File: config.mk
export PLATFORM = sky130hd
export DESIGN_NAME = nco_phase_gen
export DESIGN_NICKNAME = d
export VERILOG_FILES = /design/src/rtl/nco_phase_gen.sv
export SDC_FILE = /design/constraint.sdc
export NUM_CORES = 1
export LEC_CHECK = 0
export CAP_MARGIN = 20
export CORE_AREA = 2 2 209 211
export CTS_CLUSTER_SIZE = 16
export DETAILED_ROUTE_END_ITERATION = 7
export DIE_AREA = 0 0 211 213
export PLACE_DENSITY = 0.74
export REMOVE_ABC_BUFFERS = 1
export SLEW_MARGIN = 20
export SYNTH_ARGS = -nofsm -noshare
export SYNTH_HDL_FRONTEND = slang
export SYNTH_SLANG_ARGS = --single-unit
File: constraint.sdc
create_clock -name clk -period 5.5 [get_ports clk]
set_clock_uncertainty 0.1 [all_clocks]
set_input_delay 0.55 -clock clk [delete_from_list [all_inputs] [get_ports clk]]
set_output_delay 0.55 -clock clk [all_outputs]
set_load 0.02 [all_outputs]
File: src/rtl/nco_phase_gen.sv
// Multi-channel NCO phase generator: per-channel accumulator, offset and
// double-buffered frequency word, quadrant fold and Q15 gain; optional NCO_DITHER_EN.
module nco_phase_gen #(
    parameter int ACC_W = 32,
    parameter int PH_W  = 17,
    parameter int CH    = 2,
    parameter int SCALE = 22872
) (
    input  logic                  clk,
    input  logic                  rst,
    input  logic                  en,
    input  logic                  sync_clr,
    input  logic [$clog2(CH)-1:0] wr_addr,
    input  logic                  freq_we,
    input  logic [ACC_W-1:0]      freq_in,
    input  logic                  off_we,
    input  logic [ACC_W-1:0]      off_in,
    input  logic                  commit,
    output logic [CH*PH_W-1:0]    ph_out,
    output logic [2*CH-1:0]       quad_out,
    output logic [CH-1:0]         wrap_out,
    output logic                  valid_out
);
    localparam int AW     = $clog2(CH);
    localparam int L      = PH_W - 2;
    localparam int FRAC_W = ACC_W - PH_W;
    localparam logic [14:0] SCALE_Q15 = 15'(SCALE);

    logic [ACC_W-1:0] dither_word;

`ifdef NCO_DITHER_EN
    localparam int DW = (FRAC_W < 16) ? FRAC_W : 16;

    logic [15:0] lfsr_reg;
    logic        lfsr_fb;

    // Fibonacci form of x^16+x^14+x^13+x^11+1, shifting towards the LSB
    assign lfsr_fb = lfsr_reg[0] ^ lfsr_reg[2] ^ lfsr_reg[3] ^ lfsr_reg[5];

    always_ff @(posedge clk) begin
        if (!rst) begin
            lfsr_reg <= 16'hACE1;
        end else begin
            lfsr_reg <= {lfsr_fb, lfsr_reg[15:1]};
        end
    end

    // Top DW bits land just below the phase index LSB
    assign dither_word = ACC_W'(lfsr_reg[15 -: DW]) << (FRAC_W - DW);
`else
    assign dither_word = '0;
`endif

    // Valid tracks en through the three register stages and flushes with them
    logic [2:0] valid_pipe_reg;

    always_ff @(posedge clk) begin
        if (!rst || sync_clr) begin
            valid_pipe_reg <= '0;
        end else begin
            valid_pipe_reg <= {valid_pipe_reg[1:0], en};
        end
    end

    assign valid_out = valid_pipe_reg[2];

    generate
        for (genvar gi = 0; gi < CH; gi++) begin : g_ch
            localparam logic [AW-1:0] CH_IDX = AW'(gi);

            logic [ACC_W-1:0] shadow_reg;
            logic [ACC_W-1:0] freq_reg;
            logic [ACC_W-1:0] off_reg;
            logic [ACC_W-1:0] acc_reg;
            logic             wrap_reg;
            logic             sel;
            logic [ACC_W:0]   acc_sum;
            logic [ACC_W-1:0] phase_sum;
            logic [PH_W-1:0]  ph_idx;
            logic [L-1:0]     alpha;
            logic [L-1:0]     alpha_reg;
            logic [1:0]       quad_b_reg;
            logic [L+14:0]    prod;
            logic [PH_W-1:0]  ph_reg;
            logic [1:0]       quad_c_reg;
            logic             unused_bits;

            assign sel = (wr_addr == CH_IDX);

            // Control registers: shadow, active frequency (write-through on commit), offset
            always_ff @(posedge clk) begin
                if (!rst) begin
                    shadow_reg <= '0;
                    freq_reg   <= '0;
                    off_reg    <= '0;
                end else begin
                    if (freq_we && sel) begin
                        shadow_reg <= freq_in;
                    end
                    if (commit) begin
                        freq_reg <= (freq_we && sel) ? freq_in : shadow_reg;
                    end
                    if (off_we && sel) begin
                        off_reg <= off_in;
                    end
                end
            end

            // Stage A: accumulate with carry capture
            assign acc_sum = {1'b0, acc_reg} + {1'b0, freq_reg};

            always_ff @(posedge clk) begin
                if (!rst || sync_clr) begin
                    acc_reg  <= '0;
                    wrap_reg <= 1'b0;
                end else if (en) begin
                    acc_reg  <= acc_sum[ACC_W-1:0];
                    wrap_reg <= acc_sum[ACC_W];
                end else begin
                    wrap_reg <= 1'b0;
                end
            end

            // Stage B: offset, truncate, fold odd quadrants back onto the rising slope
            assign phase_sum = acc_reg + off_reg + dither_word;
            assign ph_idx    = phase_sum[ACC_W-1 -: PH_W];
            assign alpha     = ph_idx[PH_W-2] ? ~ph_idx[L-1:0] : ph_idx[L-1:0];

            always_ff @(posedge clk) begin
                if (!rst || sync_clr) begin
                    alpha_reg  <= '0;
                    quad_b_reg <= '0;
                end else begin
                    alpha_reg  <= alpha;
                    quad_b_reg <= ph_idx[PH_W-1 -: 2];
                end
            end

            // Stage C: Q15 gain; SCALE < 1.0 so the result always fits in L bits
            assign prod = {15'd0, alpha_reg} * {{L{1'b0}}, SCALE_Q15};

            always_ff @(posedge clk) begin
                if (!rst || sync_clr) begin
                    ph_reg     <= '0;
                    quad_c_reg <= '0;
                end else begin
                    ph_reg     <= {2'b00, prod[L+14:15]};
                    quad_c_reg <= quad_b_reg;
                end
            end

            assign unused_bits = ^{phase_sum[FRAC_W-1:0], prod[14:0]};

            assign ph_out[gi*PH_W +: PH_W] = ph_reg;
            assign quad_out[2*gi +: 2]     = quad_c_reg;
            assign wrap_out[gi]            = wrap_reg;
        end
    endgenerate

endmodule

== Word level (Yosys, flattened, before mapping) ==
Cells that the tools add are included.

* Input port bits: 72
* Register bits: 333
* Word-level logic and storage cells: 42
* Output and inout port bits: 41

* Reduce and logical (&&, ||, !) cells: 7
* Add/sub/neg operators: 4
* Multipliers: 2
* Mux-type cells: 4
* Bitwise logic cells: 4

{| class="wikitable"
|+ Operators by type and width
! kind !! number
|-
| $add A32 B32 Y33 || 2
|-
| $add A32 B32 Y32 || 2
|-
| $mux W32 || 2
|-
| $mul A15 B12 Y27 const B || 2
|-
| $mux W15 || 2
|-
| $not A15 Y15 || 2
|-
| $logic_and A1 B1 Y1 || 4
|-
| $not A1 Y1 || 2
|-
| $reduce_or A2 Y1 || 1
|-
| $logic_not A1 Y1 || 1
|-
| $logic_or A1 B1 Y1 || 1
|}

== Logic depth before layout (Yosys ltp) ==
Gate-level depths: netlist (run 1).

* Word-level depth: 3
* Depth in mapped cells: 19
* Depth with buffers taken out: 19

== Worst setup path after synthesis (run 1) ==
OpenSTA, ideal clock, no wires.

* Path type: register -> register
* Start: register g_ch[0].alpha_reg[3]
* End: register g_ch[0].ph_reg[9]
* Cell stages (with the launch flop): 17
* Arrival: 4.561 ns
* Period minus slack after synthesis: 4.776 ns
* Slack: 0.724 ns
* Data required time: 5.284 ns
* Library setup time: 0.116 ns
* Buffers on the path: 0
* Cell sequence: dfxtp_1 -> ha_1 -> fa_1 -> inv_1 -> fa_1 -> inv_1 -> fa_1 -> inv_1 -> fa_1 -> inv_1 -> ha_1 -> and3_1 -> a221o_1 -> a41o_1 -> a41o_1 -> or3_1 -> and3_1

* Cells in the longest elaborated chain, start to end: 1

{| class="wikitable"
|+ RTL lines
! what !! line !! text
|-
| from (decl) || 81 || <nowiki>logic [L-1:0] alpha_reg;</nowiki>
|-
| from (signal assigned) || 134 || <nowiki>alpha_reg <= alpha;</nowiki>
|-
| $mul A15 B12 Y27 || 140 || <nowiki>assign prod = {15'd0, alpha_reg} * {{L{1'b0}}, SCALE_Q15};</nowiki>
|-
| to (signal assigned) || 147 || <nowiki>ph_reg <= {2'b00, prod[L+14:15]};</nowiki>
|-
| to (decl) || 84 || <nowiki>logic [PH_W-1:0] ph_reg;</nowiki>
|}

No other way between the ends.
A chain may end at the register's enable or synchronous reset.

== Worst setup path after layout (run 1) ==
* Start: register g_ch[1].alpha_reg[4]
* End: register g_ch[1].ph_reg[13]

* Cells in the longest elaborated chain, start to end: 1

{| class="wikitable"
|+ RTL lines
! what !! line
|-
| from (decl) || 81
|-
| from (signal assigned) || 134
|-
| $mul A15 B12 Y27 || 140
|-
| to (signal assigned) || 147
|-
| to (decl) || 84
|}

No other way between the ends.

==> results of run 1 <==
[worst register-to-register path, stage by stage, from the launching register on]
cell	delay (ps)
dfxtp_1	440
ha_1	310
fa_1	490
inv_1	50
fa_1	500
inv_1	50
fa_1	470
inv_1	50
fa_1	470
inv_1	40
ha_1	310
nand2_1	80
inv_1	60
o2111a_1	220
o21ai_0	180
o41a_1	450
o31ai_1	590
o21a_1	190
nor3_1	40
[worst paths after layout]
kind / start / endpoint / cells past startpoint
setup / recovery: g_ch[1].alpha_reg[4] / g_ch[1].ph_reg[13] / 18
hold reg to reg: valid_pipe_reg[0] / valid_pipe_reg[1] / 1
hold / removal: valid_pipe_reg[0] / valid_pipe_reg[1] / 1
setup reg to reg: g_ch[1].alpha_reg[4] / g_ch[1].ph_reg[13] / 18
[cells in the mapped netlist, drive strengths merged, types with 5 or more instances]
master and count:
buf 19, o31ai 14, a211oi 20, nor2b 81, or3 14, o21ai 74
ha 312, or2 9, o211ai 9, nand2b 10, clkbuf 84, xnor3 10
a21o 57, o21a 17, and3 17, a21oi 136, nand4 23, a41o 5
nor3 39, and2 14, or4 7, o21bai 21, nand2 284, dfxtp 329
a311o 5, and4 5, o211a 65, nor2 151, fa 111, mux2i 89
inv 301, xor2 29, a2111oi 5, a31oi 16, o2111ai 5, a21boi 70
nand3 40, xnor2 69
[layer usage]
layer / wire, um / vias to the layer above
met4: 1610 / 6
met1: 27200 / 8961
met5: 40 / -
met2: 25800 / 542
met3: 3850 / 108
li1: - / 9201
[through the flow]
stage          cells  total power (uW)  hold WS [ps]
6_report        3275              6480           327
3_5_place_dp    3206              3740           313
2_1_floorplan   2539              3370           306
5_1_grt         3274              6770           344
3_3_place_gp    3206              3710           314
4_1_cts         3274              6540           328
[logic make-up after synthesis]
logic type / synth area share
and+or+nand+nor: 0.142
DFF: 0.278
other: 0.000158
buffers and inverters: 0.0653
AOI/OAI and AO/OA: 0.169
muxes: 0.0386
adders and majority gates: 0.259
xor gates and xnor gates: 0.0485
[final cells by class]
class	count	area, sq um
sequential	329	6590
clock inverter	19	303
inverter	302	1130
tap	546	683
antenna	1	2.50
clock buffer	49	1070
timing repair buffer	121	1170
multi-input combinational	1908	15600
fill	3613	16100
[cell usage in the layout (no fill, tap or decap), types with 15 or more instances in the layout]
cell,instances
a21o_1,57
a21oi_1,135
buf_4,15
dfxtp_1,329
nand2_1,282
nor3_1,39
o21bai_1,21
nand4_1,23
o21ai_0,67
xnor2_1,68
o21a_1,17
a31oi_1,16
o211a_1,65
xor2_1,29
nand3_1,40
a211oi_1,19
clkbuf_16,39
mux2i_1,89
nor2b_1,78
clkdlybuf4s50_1,105
ha_1,312
nor2_1,149
inv_1,301
a21boi_0,68
fa_1,111
and3_1,17
[power groups by stage]
stage	Clock, uW	Sequential, uW	Combinational (uW)
6_report	2780	2570	1130
5_1_grt	2920	2580	1270
4_1_cts	2830	2570	1130
3_5_place_dp	0	2630	1120
3_3_place_gp	0	2620	1090
2_1_floorplan	0	2610	754
==> results.cfg, run 1 <==
[layout]
stdcell_area_sq_mm = 0.0265
area_growth_syn_to_layout_pct = 12.1
drive_gt1_frac = 0.0425
utilization = 0.622
nNetsFinal = 3194

[route]
vias_per_cell = 5.75
wl_per_cell_um = 17.9
vias = 18800
drc = 0
drtIter0Drc = 1126
ant_nets = 0
first_pass_iters = 6
wl_mm = 58.5

[worst_setup_path]
worst_ep_required_time_ps = 5820
r2r_slack_ps = 270
cp_top_family = adder cells
path_cells = ha_1, fa_1, inv_1, fa_1, inv_1, fa_1, inv_1, fa_1, inv_1, ha_1, nand2_1, inv_1, o2111a_1, o21ai_0, o41a_1, o31ai_1, o21a_1, nor3_1
cpMostUsedCell = inv_1
crit_path_start_kind = register
cp-end-kind = register
cpPeakStageDelay_ps = 590
critPathKind = reg -> reg
critPathArrivalTime_ps = 5550
crit_path_max_fanout = 5
cp_slowest_cell = o31ai_1
critPathBufInv = 5

[grt]
grt_pass1_wl_mm = 95.0
met2_usage = 0.427
use_met1 = 0.361
grt_util_all_layers = 0.264
grt_pass1_vias = 18600
grt_max_degree = 110
antenna_found_initial = 4
use_met3 = 0.0449
grt_busiest_layer = met2
grt-ovfl-total = 0

[pwr]
p_per_area_mw_per_mm2 = 244
worst_ir_drop_vdd_uv = 344
power_leakage_uw = 0.0132
p_sw_frac = 0.275
pwr-share-comb = 0.174
p_clk_frac = 0.429
p_seq_frac = 0.397
intPower_uw = 4700
p_switching_uw = 1780

[logic_synthesis]
syn_area_per_cell_sq_um = 8.98
yosys.area.top_type_share = 0.278
ys_ff_latch = 329
syn_inst = 2639
synth.largest_area_cell = dfxtp_1
yosysWarnings = 0
synthTopCellsByArea = dfxtp_1 28%, ha_1 16%, fa_1 9.4%, inv_1 4.8%, nand2_1 4.5%
synth_edf_count = 0
syn_area_sq_mm = 0.0237
post_synth_num_cell_types = 86
async_reset_ff_frac = 0
synth-seq-area-share = 0.278
synth_flop_cell = dfxtp_1

[die]
die-area_sq_mm = 0.0449
die_y_um = 213
coreArea_sq_mm = 0.0427
rows = 76
start_util = 0.555
die_w_um = 211
ios = 113

[clock_tree]
insertion_delay_ps = 560
cts_setup_buffers = 0
clock-root-buffer = clkbuf_16
cts_resized = 0
htree_levels = 2
clk_pin_slew_ps = 70
cts-buffers-inserted = 37
clock_path_buffers = 3
cts.sinks = 329
cts_hold_buf = 0
cts_tree = yes

[timing]
slew_headroom = 0.360
final_hold_viol_count = 0
post-route-period-util = 0.951
tns_ps = 0
fmax_ghz = 0.191
slew_viol_final = 0
fin_ws_ps = 269
worst_pin_slew_ps = 960
period_needed_ps = 5230
setup_violations = 0
rsz0062_at_grt = false

[placed_design]
place_ws_ps = 309
gp_congestion = 0.927
postPlaceCellArea_sq_mm = 0.0252
hpwl_mm = 45.0
portBuffers = 108

[min_path]
hp-class = reg -> reg

[outcome]
status = finished clean

[job]
cap_violations = 0
No activity file was read; power rests on OpenSTA's default activity.
==> run 2: changes to the inputs <==
- clock period: 5.5 -> 6.5 ns (I/O delays scaled with it)
==> run 2 against run 1 <==
  * Cell area shrank 0.50%
  * Worst hold slack lost 5.6 ps
  * First-iteration DRC count shrank 1.2%
  * Cell count is essentially flat
  * Critical endpoint unchanged
  * Critical path type unchanged
  * Largest cell class unchanged
  * Combinational power shrank 15%
  * Highest routed layer unchanged
  * Largest power group is now sequential cells
  * Register-to-register slack gained 1000 ps
  * Flip-flop and latch count is the same
  * Sequential power shrank 15%
==> results.cfg, run 2 (synthesis gave the netlist of run 1 again) <==
[outcome]
status = finished clean

[grt]
grt_pass1_wl_mm = 95.1
grt-ovfl-total = 0
antenna_found_initial = 6
grt_max_degree = 104
grt_util_all_layers = 0.264
grt_pass1_vias = 18700

[worst_setup_path]
critPathKind = reg -> reg
crit_path_start_kind = register
rr_endpoint = g_ch[1].ph_reg[13]
critPathArrivalTime_ps = 5570
reg2reg_depth = 18
cp-end-kind = register
crit_path_max_fanout = 5
r2r-start = g_ch[1].alpha_reg[4]
r2r_slack_ps = 1300
worst_ep_required_time_ps = 6870

[job]
cap_violations = 0

[die]
die-area_sq_mm = 0.0449
die_w_um = 211
coreArea_sq_mm = 0.0427
rows = 76
start_util = 0.555
ios = 113
die_y_um = 213

[layout]
multi_input_area_sq_mm = 0.0156
stdcell_area_sq_mm = 0.0264
area_growth_syn_to_layout_pct = 11.5
ff_latch_area_sq_mm = 0.00659
nNetsFinal = 3193
final_common_cell = dfxtp_1
final_cells = 3272
final_cell_mix = 329 x dfxtp_1, 312 x ha_1, 301 x inv_1
drive_gt1_frac = 0.0404
fillers = 3585

[placed_design]
place_ws_ps = 1350
portBuffers = 108
hpwl_mm = 44.9
postPlaceCellArea_sq_mm = 0.0252
gp_congestion = 0.934
dp_cells = 3204

[min_path]
hold_end = g_ch[0].quad_c_reg[1]
hp-class = reg -> reg
min_from = g_ch[0].quad_b_reg[1]
whs_path_depth = 1

[route]
first_pass_iters = 5
wl_per_cell_um = 17.8
vias = 18800
wl_mm = 58.3
ant_nets = 0
drc = 0
vias_per_cell = 5.75
drtIter0Drc = 1113

[timing]
rsz0062_at_grt = false
period_needed_ps = 5200
tns_ps = 0
fin_ws_ps = 1300
worst_pin_slew_ps = 1010
setup_violations = 0
slew_viol_final = 0
slew_headroom = 0.328
fmax_ghz = 0.192
post-route-period-util = 0.800
final_hold_viol_count = 0

[clock_tree]
clock_path_buffers = 3
cts_resized = 0
cts.sinks = 329
clk_pin_slew_ps = 50
htree_levels = 2
clock-root-buffer = clkbuf_16
insertion_delay_ps = 560
cts_setup_buffers = 0
cts-buffers-inserted = 38
cts_hold_buf = 0
cts_tree = yes

[pwr]
p_switching_uw = 1490
pwr-share-comb = 0.180
p_per_area_mw_per_mm2 = 201
p_seq_frac = 0.410
p_clk_frac = 0.410
intPower_uw = 3820
finalPower_uw = 5310
worst_ir_drop_vdd_uv = 262
power_leakage_uw = 0.0132
p_sw_frac = 0.281
## run 2: final cells by class
type	count	area share
Timing Repair Buffer	119	0.0437
Antenna cell	2	0.000189
Clock inverter	17	0.00805
Sequential cell	329	0.249
Multi-Input combinational cell	1908	0.591
Inverter	302	0.0429
Clock buffer	49	0.0395
Tap cell	546	0.0259
## run 2: worst max-delay path by stage
stage,startpoint,endpoint,slack [ps],cells past startpoint
after floorplan,g_ch[1].alpha_reg[4],g_ch[1].ph_reg[13],1710,18
after global placement,g_ch[1].alpha_reg[4],g_ch[1].ph_reg[13],1450,18
after detailed placement,g_ch[1].alpha_reg[4],g_ch[1].ph_reg[14],1350,18
after CTS,g_ch[1].alpha_reg[4],g_ch[1].ph_reg[13],1320,18
after global routing,g_ch[1].alpha_reg[3],g_ch[1].ph_reg[14],1050,16
final,g_ch[1].alpha_reg[4],g_ch[1].ph_reg[13],1300,18
## run 2: routing by layer
metal  GRT usage  vias to the layer above  wire length [um]  share of wire
met5           0                        -                39        0.00067
met4      0.0784                        8              1430          0.025
met3      0.0475                      102              3530          0.061
met2       0.427                      477             26000           0.45
met1       0.362                     9032             27300           0.47
li1            -                     9198                 -              -
## run 2: critical path, cell delays in order, from the launching register on
cell,delay [ps]
dfxtp_1,450
ha_1,310
fa_1,490
inv_1,50
fa_1,490
inv_1,50
fa_1,470
inv_1,50
fa_1,470
inv_1,40
ha_1,320
nand2_1,80
inv_1,60
o2111a_1,220
o21ai_0,160
o41a_1,440
o31ai_1,570
nor3_1,90
nor3_1,210
## run 2: power by group through the flow
stage	Combinational, uW	Sequential (uW)	Clock [uW]
detailed placement	947	2220	0
global placement	920	2220	0
global route	1080	2190	2290
finish	956	2180	2180
CTS	956	2180	2230
floorplan	638	2210	0
## run 2: through the flow
step / util / hold slack, ps
3_3_place_gp: 0.589 / 314
5_1_grt: 0.619 / 342
2_1_floorplan: - / 306
6_report: 0.619 / 321
3_5_place_dp: 0.589 / 314
4_1_cts: 0.618 / 327
